`config.mk`:
```
export PLATFORM = sky130hd
export DESIGN_NAME = fall_sequencer_flat
export DESIGN_NICKNAME = d
export VERILOG_FILES = /design/src/rtl/fall_sequencer_pkg.sv /design/src/rtl/fall_sequencer_if.sv /design/src/rtl/fall_sequencer_gravity_timer.sv /design/src/rtl/fall_sequencer.sv /design/src/flat_wrapper.sv
export SDC_FILE = /design/constraint.sdc
export NUM_CORES = 1
export LEC_CHECK = 0
export BUFFER_PORTS_ARGS = -buffer_cell sky130_fd_sc_hd__buf_2
export CAP_MARGIN = 20
export CORE_UTILIZATION = 59
export CTS_CLUSTER_SIZE = 8
export DETAILED_ROUTE_END_ITERATION = 6
export PLACE_DENSITY = 0.89
export SETUP_SLACK_MARGIN = 0.1
export SYNTH_ARGS = -nofsm -noshare
export SYNTH_HDL_FRONTEND = slang
export SYNTH_HIERARCHICAL = 1
export SYNTH_SLANG_ARGS = --single-unit
export TNS_END_PERCENT = 100
```
`constraint.sdc`:
```
create_clock -name clk -period 4.4 [get_ports clk]
set_input_delay 1.1 -clock clk [delete_from_list [all_inputs] [get_ports clk]]
set_output_delay 1.1 -clock clk [all_outputs]
set_load 0.01 [all_outputs]
```
`src/rtl/fall_sequencer_pkg.sv`:
```
// Shared definitions between the fall sequencer and the row units:
// broadcast state codes, internal FSM states and the default board height.
package tetris_pkg;

   localparam int ROWS_DEF = 20;

   localparam logic [2:0] ST_CHECK = 3'b000;
   localparam logic [2:0] ST_MOVE  = 3'b001;
   localparam logic [2:0] ST_WRITE = 3'b010;
   localparam logic [2:0] ST_SHIFT = 3'b011;
   localparam logic [2:0] ST_ADD   = 3'b100;

   typedef enum logic [2:0] {
      S_CHECK,
      S_SHIFT,
      S_ADD,
      S_SPAWN_CHK,
      S_FALL_WAIT,
      S_FALL,
      S_WRITE,
      S_HALT
   } fsm_e;

endpackage

```
`src/rtl/fall_sequencer_if.sv`:
```
// Board-facing bus of the fall sequencer. The drop input exists only when
// FALL_SEQ_SOFT_DROP_EN is defined.
interface fall_sequencer_if
   import tetris_pkg::*;
   #(parameter int ROWS = ROWS_DEF,
     parameter int LINES_W = 16);

   localparam int SR_W = (ROWS > 1) ? $clog2(ROWS) : 1;

   logic [ROWS-1:0]    row_full;
   logic               stop_any;
   logic               endgame_any;
`ifdef FALL_SEQ_SOFT_DROP_EN
   logic               drop;
`endif
   logic [2:0]         state;
   logic               shift_en;
   logic [SR_W-1:0]    shift_row;
   logic               spawn;
   logic               game_over;
   logic [LINES_W-1:0] lines;

`ifdef FALL_SEQ_SOFT_DROP_EN
   modport master (input row_full, stop_any, endgame_any, drop,
                   output state, shift_en, shift_row, spawn, game_over, lines);
   modport slave  (output row_full, stop_any, endgame_any, drop,
                   input state, shift_en, shift_row, spawn, game_over, lines);
`else
   modport master (input row_full, stop_any, endgame_any,
                   output state, shift_en, shift_row, spawn, game_over, lines);
   modport slave  (output row_full, stop_any, endgame_any,
                   input state, shift_en, shift_row, spawn, game_over, lines);
`endif

endinterface

```
`src/rtl/fall_sequencer_gravity_timer.sv`:
```
// Gravity tick generator: counts while enabled, ticks at GRAVITY_DIV-1.
// With FALL_SEQ_SOFT_DROP_EN, drop=1 lowers the threshold to GRAVITY_DIV/8-1 (min 1).
module gravity_timer #(
   parameter int GRAVITY_DIV = 25000000
) (
   input  logic clk,
   input  logic reset,
   input  logic i_en,
   input  logic i_clr,
`ifdef FALL_SEQ_SOFT_DROP_EN
   input  logic i_drop,
`endif
   output logic o_tick
);

   localparam int CW = (GRAVITY_DIV > 2) ? $clog2(GRAVITY_DIV) : 1;
   localparam logic [CW-1:0] TOP = CW'(GRAVITY_DIV - 1);

   logic [CW-1:0] r_cnt;
   logic          w_hit;

`ifdef FALL_SEQ_SOFT_DROP_EN
   localparam int DROP_RAW = GRAVITY_DIV / 8 - 1;
   localparam logic [CW-1:0] DROP_TH = CW'((DROP_RAW < 1) ? 1 : DROP_RAW);
   assign w_hit = i_drop ? (r_cnt >= DROP_TH) : (r_cnt == TOP);
`else
   assign w_hit = (r_cnt == TOP);
`endif

   assign o_tick = i_en && w_hit;

   always_ff @(posedge clk) begin
      if (reset || i_clr)
         r_cnt <= '0;
      else if (i_en)
         r_cnt <= o_tick ? '0 : r_cnt + 1'b1;
   end

endmodule

```
`src/rtl/fall_sequencer.sv`:
```
// Game-level sequencer: drives the row-unit state code, picks the row to clear,
// runs gravity, counts lines and latches game over. Optional FALL_SEQ_SOFT_DROP_EN.
module fall_sequencer
   import tetris_pkg::*;
   #(parameter int ROWS = ROWS_DEF,
     parameter int GRAVITY_DIV = 25000000,
     parameter int LINES_W = 16)
   (
   input  logic             clk,
   input  logic             reset,
   fall_sequencer_if.master bus
);

   localparam int SR_W = (ROWS > 1) ? $clog2(ROWS) : 1;

   fsm_e               r_st, w_nxt;
   logic [SR_W-1:0]    r_shift_row;
   logic [LINES_W-1:0] r_lines;
   logic               w_tmr_en, w_tmr_clr, w_tick;
   logic [2:0]         w_code;

   // Bottom-most full row wins: later (higher) indices overwrite earlier ones.
   function automatic logic [SR_W-1:0] hi_idx(input logic [ROWS-1:0] v);
      hi_idx = '0;
      for (int r = 0; r < ROWS; r++)
         if (v[r]) hi_idx = SR_W'(r);
   endfunction

   gravity_timer #(.GRAVITY_DIV(GRAVITY_DIV)) u_tmr (
      .clk    (clk),
      .reset  (reset),
      .i_en   (w_tmr_en),
      .i_clr  (w_tmr_clr),
`ifdef FALL_SEQ_SOFT_DROP_EN
      .i_drop (bus.drop),
`endif
      .o_tick (w_tick)
   );

   always_ff @(posedge clk) begin
      if (reset) r_st <= S_CHECK;
      else       r_st <= w_nxt;
   end

   always_comb begin
      w_nxt     = r_st;
      w_tmr_en  = 1'b0;
      w_tmr_clr = 1'b0;
      case (r_st)
         S_CHECK:     w_nxt = (|bus.row_full) ? S_SHIFT : S_ADD;
         S_SHIFT:     w_nxt = S_CHECK;
         S_ADD:       w_nxt = S_SPAWN_CHK;
         S_SPAWN_CHK: begin
            if (bus.endgame_any) begin
               w_nxt = S_HALT;
            end else begin
               w_tmr_clr = 1'b1;
               w_nxt     = S_FALL_WAIT;
            end
         end
         S_FALL_WAIT: begin
            w_tmr_en = 1'b1;
            if (w_tick) w_nxt = bus.stop_any ? S_WRITE : S_FALL;
         end
         S_FALL:      w_nxt = S_FALL_WAIT;
         S_WRITE:     w_nxt = S_CHECK;
         S_HALT:      w_nxt = S_HALT;
         default:     w_nxt = S_CHECK;
      endcase
   end

   always_ff @(posedge clk) begin
      if (reset) begin
         r_shift_row <= '0;
         r_lines     <= '0;
      end else begin
         if (r_st == S_CHECK && (|bus.row_full))
            r_shift_row <= hi_idx(bus.row_full);
         if (r_st == S_SHIFT && r_lines != '1)
            r_lines <= r_lines + 1'b1;
      end
   end

   always_comb begin
      w_code = ST_CHECK;
      case (r_st)
         S_SHIFT: w_code = ST_SHIFT;
         S_ADD:   w_code = ST_ADD;
         S_FALL:  w_code = ST_MOVE;
         S_WRITE: w_code = ST_WRITE;
         default: w_code = ST_CHECK;
      endcase
   end

   assign bus.state     = w_code;
   assign bus.shift_en  = (r_st == S_SHIFT);
   assign bus.shift_row = r_shift_row;
   assign bus.spawn     = (r_st == S_ADD);
   assign bus.game_over = (r_st == S_HALT);
   assign bus.lines     = r_lines;

endmodule

```
`src/flat_wrapper.sv`:
```
// flat-port wrapper written by rule: the top's interface ports become plain ports
module fall_sequencer_flat import tetris_pkg::*;
#(parameter int ROWS = ROWS_DEF,
     parameter int GRAVITY_DIV = 25000000,
     parameter int LINES_W = 16)
  (clk, reset, bus_row_full, bus_stop_any, bus_endgame_any, bus_state, bus_shift_en, bus_shift_row, bus_spawn, bus_game_over, bus_lines);
  fall_sequencer_if #(.ROWS(ROWS), .LINES_W(LINES_W)) bus_i ();
  input  logic clk;
  input  logic reset;
  input wire logic [$bits(bus_i.row_full)-1:0] bus_row_full;
  input wire logic [$bits(bus_i.stop_any)-1:0] bus_stop_any;
  input wire logic [$bits(bus_i.endgame_any)-1:0] bus_endgame_any;
  output wire logic [$bits(bus_i.state)-1:0] bus_state;
  output wire logic [$bits(bus_i.shift_en)-1:0] bus_shift_en;
  output wire logic [$bits(bus_i.shift_row)-1:0] bus_shift_row;
  output wire logic [$bits(bus_i.spawn)-1:0] bus_spawn;
  output wire logic [$bits(bus_i.game_over)-1:0] bus_game_over;
  output wire logic [$bits(bus_i.lines)-1:0] bus_lines;
  assign bus_i.row_full = bus_row_full;
  assign bus_i.stop_any = bus_stop_any;
  assign bus_i.endgame_any = bus_endgame_any;
  assign bus_state = bus_i.state;
  assign bus_shift_en = bus_i.shift_en;
  assign bus_shift_row = bus_i.shift_row;
  assign bus_spawn = bus_i.spawn;
  assign bus_game_over = bus_i.game_over;
  assign bus_lines = bus_i.lines;
  fall_sequencer #(.ROWS(ROWS), .GRAVITY_DIV(GRAVITY_DIV), .LINES_W(LINES_W)) u_core (.clk(clk), .reset(reset), .bus(bus_i));
endmodule
```
# Word level (Yosys, flattened, before mapping)
# Cells that the tools add are included.
# op_classes
n_addsub,2
eq_ne,10
n_mux,29
n_reduce_logical,7
# ops
cell,count
$mux W4,8
$add A25 B1 Y25 const B,1
$eq A25 B25 Y1 const B,1
$mux W25,1
$pmux W3 S7,1
$mux W5,4
$reduce_or A20 Y1,1
$add A16 B1 Y16 const B,1
$ne A16 B16 Y1 const B,1
$mux W3,5
$eq A3 B3 Y1 const B,4
$pmux W3 S4,1
$mux W2,5
$eq A3 B2 Y1 const B,2
$mux W1,4
$eq A3 B1 Y1 const B,1
$logic_and A1 B1 Y1,3
$logic_not A3 Y1,1
$ne A2 B2 Y1 const B,1
$reduce_or A2 Y1,1
$logic_or A1 B1 Y1,1
# totals
ff_bits,49
inputBits,24
out_inout_bits,27
elab_cells,52

# Depth between registers and ports, before layout
# logic_depth
word_depth,19
ltp_mapped,9
depth_no_buf,8

# Modules after synthesis
# The synthesis kept the hierarchy.
# modules_own_cells
module,instances,cells_per_inst,area_each_um2,seq_area_each_um2
fall_sequencer,1,175,1350.0,480.5
gravity_timer,1,144,1262.5,500.5

# Least setup slack after synthesis
# No wires, ideal clock.
# synth_path
path_type,register to output
start,register u_core.r_st[1]
end,output bus_state[2]
t_arrival_ps,1171
slack_ps,2129
stages_incl_launch_ff,4
n_path_buf,2
path_cell_list,dfxtp_1 clkbuf_1 nor3b_1 buf_4
# synth_between
elab_chain_cells,2
# synth_lines
element,line,rtl
start: declaration,fall_sequencer.sv:16,"fsm_e r_st, w_nxt;"
start signal: assignment,fall_sequencer.sv:42,else r_st <= w_nxt;
$eq A3 B2 Y1,-,
named net bus_spawn,flat_wrapper.sv:16,output wire logic [$bits(bus_i.spawn)-1:0] bus_spawn;
$pmux W3 S4,fall_sequencer.sv:86,case (r_st)
end: declaration,flat_wrapper.sv:13,output wire logic [$bits(bus_i.state)-1:0] bus_state;
# The timed path passes the listed nets, and every way through them passes these cells.

# Worst setup path after layout
# layout_path
start,register u_core.r_st[0]
end,output bus_shift_en
# layout_between
elab_chain_cells,1
# layout_lines
element,line,rtl
$eq A3 B1 Y1,fall_sequencer.sv:96,assign bus.shift_en = (r_st == S_SHIFT);
end: declaration,flat_wrapper.sv:14,output wire logic [$bits(bus_i.shift_en)-1:0] bus_shift_en;
# Every way passes these cells.

==> flow_summary_export.csv <==
group,metric,value,unit
outcome,status,"complete, no violations",
critical_path,worstPathCellList,"or3b_4 > inv_2 > buf_2",
routing,drc_errors,0,
worst_hold_path,min_path_type,"reg2reg",
sta,setup_tns,0,ps
die,boundaryPins,51,
global_route,grt-ovfl-total,0,
sta,fin_ws,1830,ps
cts,cts_made_buffers,5,
synth,syn_area,2610,um^2
power,ir_worst_vdd,0.298,mV
critical_path,path_class,"reg2out",
synth,synthArstFlopShare,0,%
global_route,antenna_found_initial,0,
finish,design_area,2930,um^2
routing,via_per_inst,5.97,
critical_path,path_buf_inv,2,
critical_path,cp.arrival,1470,ps
critical_path,r2r_start,"u_core/r_st[1]",
synth,synthCells,319,
synth,ys_seq_area_share,37.5,%
die,rows,23,
sta,max_freq,0.389,GHz
die,initial_core_util,63.5,%
cts,post_cts_buffers,0,
synth,synthFlopType,"dfxtp_1",
finish,n_fill_cell,329,
routing,vias,2470,
routing,finalWirelength,5640,um
finish,final_cells,414,
cts,ctsLongestPathBuffers,2,
critical_path,startpoint_type,"register",
placement,post-place-ws,1850,ps
global_route,grtUsageTotal,25.5,%
worst_hold_path,worstHoldPathCells,2,
routing,firstDrtPassIters,4,
critical_path,slowest_delay,500,ps
sta,worstMarginPinSlew,524,ps
placement,place_area,2840,um^2
die,die_area,4700,um^2
synth,syn-num-nets,345,
sta,fin_crit_sh,58.4,%
synth,synth-seq-cells,49,
finish,nets,390,
global_route,grt_pass1_vias,2196,
sta,fin_skew,1.68,ps
critical_path,cp_slowest_cell,"dfxtp_1",
finish,area_delta_synth_final,12.1,%
routing,drt_iter0_drc,153,
global_route,grt_max_degree,25,
sta,slew_headroom,64.2,%
die,die_h,68.5,um
die,dieWidth,68.5,um
worst_hold_path,whs_endpoint,"u_core/bus.shift_row[3]",
power,power,1.04,mW
placement,io_buffers,50,
finish,num_antenna_cells,0,
worst_hold_path,hp-start,"u_core/bus.shift_row[3]",
global_route,grt_pass1_wl,9140,um
routing,ant_nets,0,
synth,yosysWarnings,6,
finish,drive_gt1_share,19.2,%
synth,syn_area_per_cell,8.19,um^2
cts,postCtsHoldBufs,0,
critical_path,reg2reg_depth,6,
critical_path,critical_path.max_fanout,11,
routing,wl_per_cell,13.6,um
critical_path,worstSetupEndpointType,"primary output",
placement,dp_hpwl,4110,um
finish,fin_util,71.1,%
cts,clock_sinks,49,
cts,path_clk_slew,80,ps
sta,finalHoldViolations,0,
synth,synth_edf_count,0,
cts,tritoncts,"built",
power,power.density,354,nW/um^2
sta,setup_viol_count_final,0,
synth,yosysUniqueCellTypes,52,
cts,h-tree-depth,2,
sta,rsz0062_at_grt,"false",
critical_path,r2r_end,"u_core/u_tmr/r_cnt[20]",
cts,clk_root_buffer_cell,"clkbuf_8",
placement,gp_congestion,0.984,
critical_path,critical_path.top_delay_family,"flip-flops",
cts,clock_latency,300,ps
critical_path,cp.required,3300,ps
critical_path,rrSetupSlack,2010,ps
sta,post-route-min-period,2570,ps
sta,holdWs,487,ps
sta,timing.final.max_slew_violations,0,
die,core_area,4120,um^2
flow_run,max_cap_violations,0,
placement,dp_cells,407,
power,p_leak,1.11,nW
cts,cts_resized,0,
[cell usage in the layout (no fill, tap or decap), drive strengths merged, types with 3 or more instances in the layout]
cell type / n
o31ai: 9
nor3: 9
nor2: 42
clkbuf: 7
xnor2: 7
buf: 50
or3: 9
or4: 8
nor4: 6
o21ai: 14
dfxtp: 49
nand4: 15
and3: 8
xor2: 13
nand3: 15
and4: 6
inv: 10
nor2b: 3
a21oi: 27
nand2: 23
nand2b: 4
a211oi: 3
[layout make-up]
cell class                      instances  area, um^2  area share, %
Inverter                               10        37.5           1.28
Multi-Input combinational cell        248        1510           51.6
Clock buffer                            7        86.3           2.95
Sequential cell                        49         981           33.5
Timing Repair Buffer                   50         250           8.55
Tap cell                               50        62.6           2.14
[routing by layer]
metal  vias to the layer above  wire length (um)  GRT usage (%)
li1                       1249                 -              -
met1                      1141              2480           29.3
met2                        70              2830           47.2
met3                        10               264           4.44
met4                         0                76           8.33
met5                         -                 0              0
[flip-flops by register name, indices dropped and copies added (netlist names), named ones only]
name / cells
u_core/u_tmr/r_cnt: 25
u_core/bus.shift_row: 5
u_core/r_st: 2
u_core/bus.lines: 16
[kinds of logic (layout without fill, tap and decap cells)]
| group | count (synthesis) | after routing | synth area share, % |
|---|---|---|---|
| AOI/OAI and AO/OA | 65 | 65 | 15.6 |
| adders and majority gates | 2 | 2 | 0.958 |
| and+or+nand+nor | 159 | 159 | 33.8 |
| buffers and inverters | 22 | 67 | 4.64 |
| xor gates and xnor gates | 20 | 20 | 6.71 |
| muxes | 2 | 2 | 0.766 |
| DFF | 49 | 49 | 37.5 |
[worst max-delay path by stage]
stage | startpoint | to | slack (ps) | cells after the start
2_1_floorplan | u_core/r_st[1] | bus_state[2] | 2130 | 3
3_3_place_gp | bus_row_full[13] | u_core/bus.shift_row[1] | 1950 | 6
3_5_place_dp | bus_row_full[13] | u_core/bus.shift_row[1] | 1850 | 6
4_1_cts | u_core/r_st[0] | bus_shift_en | 1820 | 3
5_1_grt | u_core/r_st[0] | bus_shift_en | 1740 | 3
6_report | u_core/r_st[0] | bus_shift_en | 1830 | 3
[tightest hold or removal path, stage by stage (launching register included)]
cell and delay [ps]:
dfxtp_1 330, nand2_1 60, a21oi_1 50
[report_power, final]
part,switching (mW),total (mW),internal (mW)
Sequential,0.0434,0.519,0.475
Clock,0.141,0.266,0.125
Combinational,0.142,0.253,0.110
Total,0.326,1.04,0.710
[synthesized netlist by cell type, types with 2 or more instances]
master    number  area share, %
xor2_1        13            4.4
nand2b_1       4           0.96
and3_1         8            1.9
nor3_1         9            1.7
nor3b_1        2           0.57
nand4_1       14            3.4
nor4_1         5            1.2
xnor2_1        7            2.3
nand3b_1       2           0.57
and4_1         4            1.3
a21oi_1       26            5.0
and2_1         2           0.48
inv_1          9            1.3
ha_1           2           0.96
a211oi_1       3           0.86
buf_6          4            1.7
nor2_1        41            5.9
mux2i_1        2           0.77
o21ai_0       14            2.7
or3_1          9            2.2
o31ai_1        9            2.6
o311ai_0       2           0.67
clkbuf_1       5           0.72
and4_4         2           0.86
dfxtp_1       49             38
buf_4          2           0.57
o211ai_1       2           0.57
nand3_1       14            2.7
nand2_1       23            3.3
or4_1          6            1.7
nor2b_1        3           0.72
or4_4          2           0.86
Note: power is estimated with default switching activity, not from simulation.
